`config.mk`:
```
export PLATFORM = sky130hd
export DESIGN_NAME = sort4_seq
export DESIGN_NICKNAME = d
export VERILOG_FILES = /design/src/rtl/sort4_pkg.sv /design/src/rtl/sort4_cmpx.sv /design/src/rtl/sort4_seq.sv
export SDC_FILE = /design/constraint.sdc
export NUM_CORES = 1
export LEC_CHECK = 0
export ABC_AREA = 1
export CORE_ASPECT_RATIO = 0.8
export CORE_MARGIN = 2
export CORE_UTILIZATION = 45
export CTS_CLUSTER_DIAMETER = 150
export DETAILED_ROUTE_END_ITERATION = 8
export PLACE_DENSITY = 0.72
export RECOVER_POWER = 100
export SLEW_MARGIN = 10
export SYNTH_ARGS = -nofsm -noshare
export SYNTH_HDL_FRONTEND = slang
export SYNTH_SLANG_ARGS = --single-unit
```
`constraint.sdc`:
```
create_clock -name clk -period 5 [get_ports clk]
set_input_delay 1.25 -clock clk [delete_from_list [all_inputs] [get_ports clk]]
set_output_delay 1.25 -clock clk [all_outputs]
set_load 0.02 [all_outputs]
```
`src/rtl/sort4_pkg.sv`:
```
// Shared types and step table for the sequential 4-element sorter.
package sort4_pkg;

    typedef enum logic [1:0] {
        ST_IDLE = 2'd0,
        ST_SORT = 2'd1,
        ST_DONE = 2'd2
    } state_t;

    localparam int SORT4_STEPS = 5;

    // Pair visited at each network step: (0,1) (2,3) (0,2) (1,3) (1,2)
    localparam logic [1:0] STEP_LO [SORT4_STEPS] = '{2'd0, 2'd2, 2'd0, 2'd1, 2'd1};
    localparam logic [1:0] STEP_HI [SORT4_STEPS] = '{2'd1, 2'd3, 2'd2, 2'd3, 2'd2};

    function automatic logic [1:0] step_lo(input logic [2:0] step);
        return (int'(step) < SORT4_STEPS) ? STEP_LO[step] : 2'd0;
    endfunction

    function automatic logic [1:0] step_hi(input logic [2:0] step);
        return (int'(step) < SORT4_STEPS) ? STEP_HI[step] : 2'd1;
    endfunction

endpackage

```
`src/rtl/sort4_cmpx.sv`:
```
// Combinational compare-exchange; ascending by default, descending
// when SORT4_SEQ_DESCEND_EN is defined.
module sort4_cmpx #(
    parameter int WIDTH = 4
) (
    input  logic [WIDTH-1:0] i_x,
    input  logic [WIDTH-1:0] i_y,
    output logic [WIDTH-1:0] o_lo,
    output logic [WIDTH-1:0] o_hi,
    output logic             o_swapped
);

    logic w_swap;

`ifdef SORT4_SEQ_DESCEND_EN
    assign w_swap = (i_x < i_y);
`else
    assign w_swap = (i_x > i_y);
`endif

    // o_lo goes back to the lower-index register, o_hi to the higher one
    assign o_lo      = w_swap ? i_y : i_x;
    assign o_hi      = w_swap ? i_x : i_y;
    assign o_swapped = w_swap;

endmodule

```
`src/rtl/sort4_seq.sv`:
```
// Multi-cycle 4-element sorter: one shared compare-exchange unit stepped
// through a 5-step network. Optional macro: SORT4_SEQ_DESCEND_EN.
module sort4_seq
    import sort4_pkg::*;
#(
    parameter int WIDTH = 4
) (
    input  logic             clk,
    input  logic             rst_n,
    input  logic             i_in_valid,
    output logic             o_in_ready,
    input  logic [WIDTH-1:0] i_a,
    input  logic [WIDTH-1:0] i_b,
    input  logic [WIDTH-1:0] i_c,
    input  logic [WIDTH-1:0] i_d,
    output logic             o_out_valid,
    input  logic             i_out_ready,
    output logic [WIDTH-1:0] o_ra,
    output logic [WIDTH-1:0] o_rb,
    output logic [WIDTH-1:0] o_rc,
    output logic [WIDTH-1:0] o_rd,
    output logic [2:0]       o_swap_cnt,
    output logic             o_busy
);

    state_t           r_state;
    state_t           w_state_nxt;
    logic [2:0]       r_step;
    logic [2:0]       r_swap_cnt;
    logic [WIDTH-1:0] r_val [4];
    logic             r_alive;

    logic [1:0]       w_lo_idx;
    logic [1:0]       w_hi_idx;
    logic [WIDTH-1:0] w_lo;
    logic [WIDTH-1:0] w_hi;
    logic             w_swapped;
    logic             w_accept;
    logic             w_last_step;

    assign w_lo_idx    = step_lo(r_step);
    assign w_hi_idx    = step_hi(r_step);
    assign w_last_step = (r_step == 3'(SORT4_STEPS - 1));

    // r_alive keeps in_ready low while reset is held and for no longer
    assign o_in_ready  = (r_state == ST_IDLE) && r_alive;
    assign w_accept    = o_in_ready && i_in_valid;
    assign o_out_valid = (r_state == ST_DONE);
    assign o_busy      = (r_state == ST_SORT);
    assign o_swap_cnt  = r_swap_cnt;
    assign o_ra        = r_val[0];
    assign o_rb        = r_val[1];
    assign o_rc        = r_val[2];
    assign o_rd        = r_val[3];

    sort4_cmpx #(.WIDTH(WIDTH)) u_cmpx (
        .i_x       (r_val[w_lo_idx]),
        .i_y       (r_val[w_hi_idx]),
        .o_lo      (w_lo),
        .o_hi      (w_hi),
        .o_swapped (w_swapped)
    );

    always_comb begin
        w_state_nxt = r_state;
        case (r_state)
            ST_IDLE: if (w_accept)    w_state_nxt = ST_SORT;
            ST_SORT: if (w_last_step) w_state_nxt = ST_DONE;
            ST_DONE: if (i_out_ready) w_state_nxt = ST_IDLE;
            default:                  w_state_nxt = ST_IDLE;
        endcase
    end

    always_ff @(posedge clk or negedge rst_n) begin
        if (!rst_n) begin
            r_state <= ST_IDLE;
            r_alive <= 1'b0;
        end else begin
            r_state <= w_state_nxt;
            r_alive <= 1'b1;
        end
    end

    always_ff @(posedge clk or negedge rst_n) begin
        if (!rst_n) begin
            r_val      <= '{default: '0};
            r_step     <= 3'd0;
            r_swap_cnt <= 3'd0;
        end else begin
            case (r_state)
                ST_IDLE: begin
                    if (w_accept) begin
                        r_val[0]   <= i_a;
                        r_val[1]   <= i_b;
                        r_val[2]   <= i_c;
                        r_val[3]   <= i_d;
                        r_step     <= 3'd0;
                        r_swap_cnt <= 3'd0;
                    end
                end
                ST_SORT: begin
                    r_val[w_lo_idx] <= w_lo;
                    r_val[w_hi_idx] <= w_hi;
                    r_step          <= r_step + 3'd1;
                    if (w_swapped) r_swap_cnt <= r_swap_cnt + 3'd1;
                end
                default: ;
            endcase
        end
    end

endmodule

```
After elaboration in Yosys (flattened, before gate mapping)
Memory sizes are Yosys's and may differ from the RTL's.
Cells that the tools add are included.
Cells by class
  eq/ne operators: 7
  muxes and demuxes: 30
  reduce and logical (&&, ||, !) cells: 9
  add/sub/neg operators: 2
  $lt $le $gt $ge: 7
  bitwise operators: 3
Operators by type and width (number)
  $bwmux 16: 2
  $mux 4: 8
  $pmux 16 s2: 1
  $mux 2: 9
  $bmux 4 s2: 2
  $demux 4 s2: 2
  $mux 16: 1
  $pmux 3 s2: 2
  $add 3x1->3 const B: 2
  $ge 3x3->1 const B: 2
  $lt 3x1->1 const B: 2
  $mux 3: 2
  $ne 2x1->1 const B: 3
  $not 2->3: 2
  $pmux 2 s3: 1
  $reduce_and 3->1: 2
  $ge 4x4->1 const B: 1
  $gt 4x4->1: 1
  $logic_and 1x1->1: 4
  $not 3->4: 1
  $eq 3x3->1 const B: 1
  $lt 3x3->1 const B: 1
  $eq 2x1->1 const B: 1
  $eq 2x2->1 const B: 1
  4 further kinds: 4
Word-level totals
  output and inout port bits: 22
  input bits: 20
  word-level logic and storage cells: 68
  memories kept: 2
  ROM bits: 32
  bits in registers: 25
Memories
  (no name shown): words 8, bits a word 2, rd ports 1, clocked after memory_dff 0, write ports 0, RTL line sort4_pkg.sv:21  | return (int'(step) < SORT4_STEPS) ? STEP_HI[step] : 2'd1;
  (no name shown): words 8, bits a word 2, rd ports 1, clocked after memory_dff 0, write ports 0, RTL line sort4_pkg.sv:17  | return (int'(step) < SORT4_STEPS) ? STEP_LO[step] : 2'd0;

Longest topological paths before layout
Gate-level depths: netlist (run 1).
  depth after elaboration: 14
  gate-level depth with buffers: 21

Hierarchy
From an unflattened synthesis (run 1), not the netlist that was laid out.
Second synthesis, totals
  cell total of the unflattened synthesis: 324
  area total of the unflattened synthesis: 2129.5 µm²
Modules (own cells, without submodules)
  sort4_seq: instances 1, cells an instance 280, area each 1901.8 µm²
  sort4_cmpx: instances 1, cells an instance 44, area each 227.7 µm²

Worst setup path before layout (run 1)
Ideal clock, no wire load.
  path kind: register -> register
  start point: register r_step[0]
  end point: register r_val, in the netlist o_ra[0]
  stages on the path, launching flop included: 18
  buffers on the path: 0
  path slack: 2.306 ns
  clock period less this slack: 2.694 ns
  arrival time: 2.577 ns
  setup time: 0.117 ns
  required time: 4.883 ns
  cells stage by stage: dfrtp_1 -> ha_1 -> inv_1 -> ha_1 -> inv_1 -> nand2_1 -> nand2_1 -> inv_1 -> a221oi_1 -> inv_1 -> ha_1 -> nand4_2 -> nand2_4 -> nand2_1 -> nand3_1 -> nand3_1 -> nand2_1 -> nand2_1
On the way
  word-level cells in the longest chain between the ends: 14
  elaborated cells on any way between the ends: 34
  those cells by class: order compare (6); mux (21); bitwise (3); reduce/logical (2); memory (2)
Ends and longest elaborated chain
  from (decl): RTL line sort4_seq.sv:28  | logic [2:0] r_step;
  from (signal assigned): RTL line sort4_seq.sv:104  | r_step <= r_step + 3'd1;
  $not 3->4 (implied by the code): RTL line sort4_pkg.sv:17, sort4_pkg.sv:21
  $mem_v2 8x2, on equally long branches
  $mux 2, on equally long branches (3 in a row): RTL line sort4_pkg.sv:17, sort4_pkg.sv:21
  $not 2->3, on equally long branches
  $bmux 4 s2, on equally long branches: RTL line sort4_seq.sv:57, sort4_seq.sv:58
  $mux 4, on equally long branches (2 in a row): RTL line sort4_seq.sv:57, sort4_seq.sv:58
  $gt 4x4->1: RTL line sort4_cmpx.sv:18  | assign w_swap = (i_x > i_y);
  $mux 4: RTL line sort4_cmpx.sv:22  | assign o_lo = w_swap ? i_y : i_x;
  $bwmux 16: RTL line sort4_seq.sv:102  | r_val[w_lo_idx] <= w_lo;
  $bwmux 16 (*): RTL line sort4_seq.sv:103  | r_val[w_hi_idx] <= w_hi;
  $pmux 16 s2 (*): RTL line sort4_seq.sv:90  | case (r_state)
  to (signal, indexed assignment): RTL line sort4_seq.sv:102
  to (signal, indexed assignment): RTL line sort4_seq.sv:103
  to (decl): RTL line sort4_seq.sv:30  | logic [WIDTH-1:0] r_val [4];
Every way passes the cells marked *; elsewhere a longest branch is shown, timed or not. The select of a mux whose other input is x is not followed.
A chain may end at the register's enable or synchronous reset.

Final worst setup path (run 1)
  start point: register r_step[0]
  end point: register r_val, in the netlist o_rb[2]
Same word-level chain as after synthesis.

==> results of run 1 <==
logic make-up (layout without fill, tap and decap cells):
logic type / count (synthesis) / in the layout / share of synthesized area [%]
AND/OR/NAND/NOR: 215 / 215 / 47.9
buffers and inverters: 33 / 77 / 6.25
flip-flops: 25 / 25 / 31.6
AO/OA/AOI/OAI: 23 / 23 / 8.02
adder cells (fa/ha/maj): 9 / 9 / 5.68
other: 1 / 1 / 0.189
XOR/XNOR: 1 / 1 / 0.442
through the flow:
stage,setup WS [ns],hold WS [ns]
5_1_grt,1.01,0.543
3_5_place_dp,1.78,0.499
3_3_place_gp,1.85,0.487
6_report,1.40,0.511
4_1_cts,1.75,0.523
2_1_floorplan,2.31,0.539
worst max-delay path: cells and delay by family (launching register included):
family / cells / cell delay, ns
AOI/OAI and AO/OA: 2 / 0.55
buffers and inverters: 4 / 0.45
adders and majority gates: 2 / 0.56
and+or+nand+nor: 11 / 1.49
DFF: 1 / 0.43
worst min-delay path by stage:
stage / startpoint / slack (ns) / end / cells past startpoint
floorplan: r_state[0]$_DFFE_PN0P_ / 0.54 / r_state[1]$_DFFE_PN0P_ / 3
global placement: o_swap_cnt[1]$_DFFE_PN0P_ / 0.49 / o_swap_cnt[1]$_DFFE_PN0P_ / 2
detailed placement: o_swap_cnt[1]$_DFFE_PN0P_ / 0.50 / o_swap_cnt[1]$_DFFE_PN0P_ / 2
CTS: o_swap_cnt[1]$_DFFE_PN0P_ / 0.52 / o_swap_cnt[1]$_DFFE_PN0P_ / 2
global route: o_swap_cnt[0]$_DFFE_PN0P_ / 0.54 / o_swap_cnt[0]$_DFFE_PN0P_ / 1
finish: o_swap_cnt[1]$_DFFE_PN0P_ / 0.51 / o_swap_cnt[1]$_DFFE_PN0P_ / 2
cell type report:
cell class	instances	area, um2
Fill cell	438	1700
Multi-Input combinational cell	249	1220
Sequential cell	25	626
Timing Repair Buffer	44	429
Inverter	29	109
Tap cell	57	71.3
Clock buffer	3	41.3
Clock inverter	1	7.51
registers in the layout (all words and copies together) (netlist names):
register / cells
o_ra: 4
o_rb: 4
o_rc: 4
o_rd: 4
o_swap_cnt: 3
r_alive: 1
r_state: 2
r_step: 3
metal layers:
metal / track usage, % / part of all wire [%] / up-vias
li1: - / - / 1109
met1: 37.9 / 48 / 1021
met2: 37.5 / 43 / 94
met3: 3.87 / 8.3 / 6
met4: 2.85 / 0.50 / 0
met5: 0 / 0 / -
synthesized netlist by cell type, types with 2 or more instances:
cell       n
nand2_1   90
nand3_1   65
nor2_1    48
dfrtp_1   25
inv_1     25
ha_1       9
o31ai_1    5
clkbuf_1   4
inv_2      4
o21ai_0    4
o22ai_1    4
a221oi_1   2
nand2_2    2
nand2_4    2
nand3_2    2
nand4_1    2
o221ai_1   2
==> impl_metrics.toml, run 1 <==
[floorplan]
start_util_pct = 47.1
io-pin-count = 42
fp.coreArea_mm2 = 0.00420
rows = 21
dieArea_mm2 = 0.00495
fp.dieH_um = 63.4
die_w_um = 78.2

[timing]
fin_crit_ns = 3.60
grt_setup_unrepaired = "false"
final_max_slew_viol_count = 0
worst_pin_slew_ns = 1.45
layout_worst_path_cycle_share_pct = 72.0
setup_violations = 0
final-hold-violation-count = 0
fmax_mhz = 278
fin_tns_setup_ns = 0
finalClockSkew_ns = 0.00687
max_slew_margin_pct = 3.61

[critical_path]
cpMaxStageDelayCell = "a221oi_1"
r2r_setup_slack_ns = 1.40
critPathKind = "flop to flop"
worstPathMaxFanout = 9
startpoint = "r_step[0]$_DFFE_PN0P_"
startpoint_type = "flop"
cp_slowest_stage_delay_ns = 0.49
worst_r2r_endpoint = "o_rb[2]$_DFFE_PN0P_"
rr_worst_depth = 19
path_cells = "inv_1 > ha_1 > inv_1 > nor2_1 > nor2_1 > nand2_1 > inv_1 > a221oi_1 > ha_1 > inv_1 > o21bai_1 > nand4_1 > nand2_1 > nand2_1 > nand2_1 > nand3_1 > nand3_1 > nand2_1 > nand2_1"
r2r-start = "r_step[0]$_DFFE_PN0P_"
required_ns = 5.18
crit_path_end_kind = "flop"
crit_arrival_ns = 3.78
crit_end = "o_rb[2]$_DFFE_PN0P_"
cpMostUsedCell = "nand2_1"

[placement]
place.gp.congestion = 0.930
io_buffers = 41
dp_hpwl_um = 4280
dpl_cell_area_mm2 = 0.00247
placed_cells = 404

[yosys]
yosysTopAreaCellShare_pct = 31.6
yosys_most_used_dff = "dfrtp_1"
synthArstFlopShare_pct = 100
syn_area_per_cell_um2 = 6.46
synth-edff-count = 0
seq_area_frac_synth_pct = 31.6
synth_cell_types = 29
syn-num-nets = 336
ys.warnings.count = 0
ys_seq_elements = 25
synthCells = 307
synthTopCellsByArea = "dfrtp_1 32%, nand2_1 17%, nand3_1 16%"
syn_area_mm2 = 0.00198
synth_area_leader_cell = "dfrtp_1"

[routing]
vias_per_cell = 5.47
first_pass_iters = 6
first_iter_violations = 189
detail-route-antenna-nets = 0
drc = 0
wl_um = 5820
wire_per_inst_um = 14.3
vias = 2230

[clock_tree]
cts_buffer_depth = 2
tritoncts = "yes"
clkSinkCount = 25
path_clk_slew_ns = 0.10
post_cts_resized = 0
hold_buffers = 0
numCtsBuffers = 3
worstSkewPairLatency_ns = 0.28
cts-root-buf = "clkbuf_8"
cts_setup_buffers = 0
htreeDepth = 1

[global_routing]
grt_pass1_wl_um = 9670
track_usage_pct = 24.6
grt_pass1_vias = 1986
grt_max_degree = 40
grt_overflow = 0
antenna_found_initial = 0

[final_layout]
final_common_cell = "nand2_1"
antenna_cells = 0
layoutNonFillerInstCount = 408
nets = 381
drive_gt1_share_pct = 4.84
postLayoutCoreUtil_pct = 59.5
layout_common_cells = "93 x nand2_1, 65 x nand3_1, 47 x nor2_1, 26 x inv_1"
stdcell_area_mm2 = 0.00250
area_delta_synth_final_pct = 26.2

[hold_path]
hold_class = "flop to flop"

[job]
cap_violations = 0

[outcome]
status = "finished clean"
Power of run 1 is not shown: default switching activity piles up to over one toggle a cycle in this logic, so the estimate is an artifact.
==> run 2: changes to the inputs <==
PLACE_DENSITY = 0.75   (was 0.72)
clock period = 3 ns   (was 5 ns; I/O delays follow)
==> run 2 against run 1 <==
Net effect:
- hold slack improved by 0.017 ns
- count of clock-buffer cells in the layout unchanged
- via count increased by 15%
- largest cell class unchanged
- clock skew increased by 0.0033 ns
- first-iteration DRC count increased by 94%
- design area increased by 29%
- sequential share of layout area decreased by 5.6 points
- utilization increased by 17 points
- non-clock buffer count increased by 33
- the run now ends with setup timing left
- sequential cell count unchanged
==> impl_metrics.toml, run 2 (synthesized netlist as in run 1, its figures left out) <==
[critical_path]
cpMostUsedCell = "nand2_1"
worstPathMaxFanout = 6
critPathKind = "flop to flop"
rr_worst_depth = 18
cp_slowest_stage_delay_ns = 0.42
crit_path_end_kind = "flop"
crit_arrival_ns = 3.24
path_cells = "buf_4 > o21ai_2 > buf_4 > nand2_2 > buf_4 > nand2_1 > nand2_1 > nor2_2 > nand2_1 > nand4_1 > nand2_4 > buf_12 > nand2_8 > nand2_2 > nand3_1 > nand3_1 > nand2_1 > nand2_1"
startpoint_type = "flop"
required_ns = 3.19
cpMaxStageDelayCell = "dfrtp_1"

[final_layout]
area_delta_synth_final_pct = 62.4
drive_gt1_share_pct = 29.5
final_common_cell = "nand2_1"
antenna_cells = 0
layout_common_cells = "74 x nand2_1, 47 x nand3_1, 44 x nor2_1, 40 x clkdlybuf4s50_1, 31 x buf_4"
postLayoutCoreUtil_pct = 76.6
n_fill_cell = 290
nets = 416

[routing]
first_iter_violations = 367
vias_per_cell = 5.80
wire_per_inst_um = 17.6
first_pass_iters = 7
vias = 2570
drc = 0
wl_um = 7790
detail-route-antenna-nets = 0

[floorplan]
dieArea_mm2 = 0.00495
fp.dieH_um = 63.4
fp.coreArea_mm2 = 0.00420
io-pin-count = 42
start_util_pct = 47.1
rows = 21
die_w_um = 78.2

[timing]
finalClockSkew_ns = 0.0102
fmax_mhz = 329
max_slew_margin_pct = 3.08
setup_violations = 12
timing.hold.ws_ns = 0.528
grt_setup_unrepaired = "true"
fin_crit_ns = 3.04
setup_slack_ns = -0.0405
final-hold-violation-count = 0
layout_worst_path_cycle_share_pct = 101
final_max_slew_viol_count = 0
worst_pin_slew_ns = 1.45

[clock_tree]
worstSkewPairLatency_ns = 0.29
cts_buffer_depth = 2
clkSinkCount = 25
path_clk_slew_ns = 0.11
tritoncts = "yes"
hold_buffers = 0
htreeDepth = 1
numCtsBuffers = 3
cts-root-buf = "clkbuf_8"

[outcome]
status = "finished, violations left"
violations = "setup timing"

[global_routing]
grt_pass1_wl_um = 11600
grt_pass1_vias = 2343
antenna_found_initial = 0
grt_max_degree = 39
grt_overflow = 0
track_usage_pct = 29.9

[hold_path]
hold_class = "flop to flop"
hold_path_depth = 2

[job]
cap_violations = 0

[placement]
place.gp.congestion = 0.960
io_buffers = 41
pre_cts_slack_ns = 0.00337
dp_hpwl_um = 4760
-- run 2: cell count changes in the layout (fill, tap and decap cells not counted), moves of 10 or more --
cell | previous run | this run
nand2_2 | 1 | 11
dlygate4sd3_1 | 25 | 1
nand2_1 | 93 | 74
buf_4 | 2 | 31
clkdlybuf4s50_1 | 16 | 40
nand3_1 | 65 | 47
nand3_2 | 2 | 14
inv_1 | 26 | 16
-- run 2: worst max-delay path: cells and delay by family, from the launching register on --
kind | cells | cell delay [ns]
buffers and inverters | 4 | 0.68
AOI/OAI and AO/OA | 1 | 0.21
and+or+nand+nor | 13 | 1.62
DFF | 1 | 0.42
-- run 2: what timing repair did --
action	in CTS	in global routing
gates resized for setup	42	48
setup endpoints to repair	3	19
pin swaps	10	30
setup buffers	5	3
gates cloned	2	0
-- run 2: layout make-up --
type	instances	area [um2]	share of cell area [%]
flip-flops and latches	25	626	19.4
well taps	57	71.3	2.22
clock buffers	3	41.3	1.28
inverters	29	119	3.69
clock inverters	1	8.76	0.272
multi-input cells	251	1640	51.1
repair buffers	77	709	22.0
-- run 2: path summary, 6_finish.rpt --
check | slack (ns) | startpoint | end
min in group asynchronous | 1.32 | rst_n | o_swap_cnt[0]$_DFFE_PN0P_
setup reg to reg | -0.04 | r_step[1]$_DFFE_PN0P_ | o_rd[2]$_DFFE_PN0P_
hold / removal | 0.53 | o_swap_cnt[1]$_DFFE_PN0P_ | o_swap_cnt[1]$_DFFE_PN0P_
hold reg to reg | 0.53 | o_swap_cnt[1]$_DFFE_PN0P_ | o_swap_cnt[1]$_DFFE_PN0P_
setup / recovery | -0.04 | r_step[1]$_DFFE_PN0P_ | o_rd[2]$_DFFE_PN0P_
max in group asynchronous | 0.83 | rst_n | o_rb[2]$_DFFE_PN0P_
-- run 2: routing by layer --
| metal | GRT usage [%] | vias to the layer above | part of all wire (%) |
|---|---|---|---|
| met5 | 0 | - | 0 |
| met1 | 42.5 | 1187 | 43 |
| li1 | - | 1185 | - |
| met2 | 47.3 | 178 | 45 |
| met4 | 5.70 | 0 | 1.9 |
| met3 | 6.30 | 20 | 10 |
-- run 2: through the flow --
step	setup TNS, ns	instance area [um2]	cells
after detailed placement	0	2660	429
after global routing	-3.16	3220	443
after global placement	0	2660	429
final	-0.325	3220	443
after CTS	0	2980	440
after floorplan	0	1980	307
Power of run 2 is left out for the same reason.
==> run 3: changes to the inputs <==
PLACE_DENSITY = 0.72   (was 0.75)
clock period = 3.7 ns   (was 3 ns; I/O delays follow)
==> run 3 against run 2 <==
Net effect:
- final cell count decreased by 7.0%
- global-route usage decreased by 3.8 points
- critical path depth decreased by 1
- register-to-register slack improved by 0.39 ns
- count of clock-buffer cells in the layout unchanged
- sequential cell count unchanged
- first-iteration DRC count decreased by 43%
- the flow now finishes without violations
- design area decreased by 21%
- critical endpoint is now o_swap_cnt[2]$_DFFE_PN0P_
- highest routed layer unchanged
- sequential share of layout area increased by 5.2 points
==> impl_metrics.toml, run 3 (synthesized netlist as in run 1, its figures left out) <==
[outcome]
status = "finished clean"

[critical_path]
worstPathMaxFanout = 9
startpoint = "r_step[0]$_DFFE_PN0P_"
worst_r2r_endpoint = "o_swap_cnt[2]$_DFFE_PN0P_"
rr_worst_depth = 17
startpoint_type = "flop"
crit_arrival_ns = 3.54
required_ns = 3.89
cp_slowest_stage_delay_ns = 0.48
path_cells = "inv_1 > ha_1 > inv_1 > nor2_1 > nor2_1 > nand2_1 > inv_2 > a221oi_1 > ha_1 > inv_1 > o21bai_1 > nand4_1 > nand2_4 > nand2_4 > nand2_1 > nand2_1 > o31ai_1"
crit_path_end_kind = "flop"
critPathKind = "flop to flop"
crit_end = "o_swap_cnt[2]$_DFFE_PN0P_"
r2r_setup_slack_ns = 0.35
cpMaxStageDelayCell = "a221oi_1"
r2r-start = "r_step[0]$_DFFE_PN0P_"

[timing]
grt_setup_unrepaired = "false"
fin_tns_setup_ns = 0
fmax_mhz = 298
finalClockSkew_ns = 0.00214
layout_worst_path_cycle_share_pct = 90.6
final_max_slew_viol_count = 0
final-hold-violation-count = 0
fin_crit_ns = 3.35
worst_pin_slew_ns = 1.45
setup_violations = 0
max_slew_margin_pct = 3.53

[floorplan]
io-pin-count = 42
rows = 21
dieArea_mm2 = 0.00495
fp.coreArea_mm2 = 0.00420
fp.dieH_um = 63.4
die_w_um = 78.2
start_util_pct = 47.1

[clock_tree]
cts-root-buf = "clkbuf_8"
worstSkewPairLatency_ns = 0.28
tritoncts = "yes"
path_clk_slew_ns = 0.09
clkSinkCount = 25
numCtsBuffers = 3
cts_buffer_depth = 2
cts_setup_buffers = 0
htreeDepth = 1
hold_buffers = 0
post_cts_resized = 0

[routing]
first_iter_violations = 210
met1_length_um = 3050
wl_met3_um = 448
drc = 0
wire_per_inst_um = 15.2
route.top_layer_used = "met4"
wl_um = 6260
wl_met2_um = 2680
vias = 2273
detail-route-antenna-nets = 0
vias_per_cell = 5.52
first_pass_iters = 5

[placement]
place.gp.congestion = 0.978
io_buffers = 41
dp_hpwl_um = 4680
placed_cells = 408

[final_layout]
layout_common_cells = "91 x nand2_1, 65 x nand3_1, 48 x nor2_1, 25 x inv_1, 25 x dfrtp_1"
area_delta_synth_final_pct = 28.0
final_common_cell = "nand2_1"
nets = 385
layoutNonFillerInstCount = 412
drive_gt1_share_pct = 6.20
antenna_cells = 0

[global_routing]
antenna_found_initial = 0
grt_max_degree = 26
track_usage_pct = 26.1
grt_pass1_wl_um = 10100
grt_pass1_vias = 1982
grt_overflow = 0

[job]
cap_violations = 0

[hold_path]
hold_class = "flop to flop"
hold_start = "o_swap_cnt[1]$_DFFE_PN0P_"
run 3: cell types whose count changed in the layout (fill, tap and decap cells not counted), sizes merged:
| cell | previous run | this run |
|---|---|---|
| clkbuf | 4 | 5 |
| clkdlybuf4s50 | 40 | 17 |
| clkinv | 0 | 1 |
| buf | 35 | 5 |
| inv | 30 | 29 |
| nand2 | 96 | 94 |
| dlygate4sd3 | 1 | 24 |
run 3: per-stage QoR:
stage / util [%] / setup WS, ns / area, um2 / hold WS (ns)
after detailed placement: 59.6 / 0.491 / 2500 / 0.502
after floorplan: - / 1.01 / 1980 / 0.539
after global placement: 59.6 / 0.524 / 2500 / 0.490
after CTS: 60.7 / 0.477 / 2550 / 0.523
final: 60.4 / 0.348 / 2540 / 0.512
after global routing: 60.4 / 0.134 / 2540 / 0.544
run 3: area by class of cell:
| cell class | count | area (um2) |
|---|---|---|
| Sequential cell | 25 | 626 |
| Clock buffer | 3 | 41.3 |
| Timing Repair Buffer | 48 | 455 |
| Fill cell | 419 | 1670 |
| Inverter | 29 | 109 |
| Clock inverter | 1 | 5.00 |
| Multi-Input combinational cell | 249 | 1230 |
| Tap cell | 57 | 71.3 |
run 3: worst min-delay path by stage:
| stage | to | depth (start not counted) |
|---|---|---|
| 2_1_floorplan | r_state[1]$_DFFE_PN0P_ | 3 |
| 3_3_place_gp | o_swap_cnt[1]$_DFFE_PN0P_ | 2 |
| 3_5_place_dp | o_swap_cnt[1]$_DFFE_PN0P_ | 2 |
| 4_1_cts | o_swap_cnt[1]$_DFFE_PN0P_ | 2 |
| 5_1_grt | o_swap_cnt[0]$_DFFE_PN0P_ | 1 |
| 6_report | o_swap_cnt[1]$_DFFE_PN0P_ | 2 |
run 3: worst max-delay path, delay by kind of cell, from the launching register on:
family / cells / cell delay (ns)
and+or+nand+nor: 8 / 1.15
AOI/OAI and AO/OA: 3 / 0.82
adders and majority gates: 2 / 0.48
DFF: 1 / 0.43
buffers and inverters: 4 / 0.38
run 3: per-layer routing:
layer / vias to the layer above / global-route usage (%)
li1: 1115 / -
met1: 1063 / 39.0
met2: 87 / 39.1
met3: 8 / 4.15
met4: 0 / 6.58
met5: - / 0
Power of run 3 is left out for the same reason.
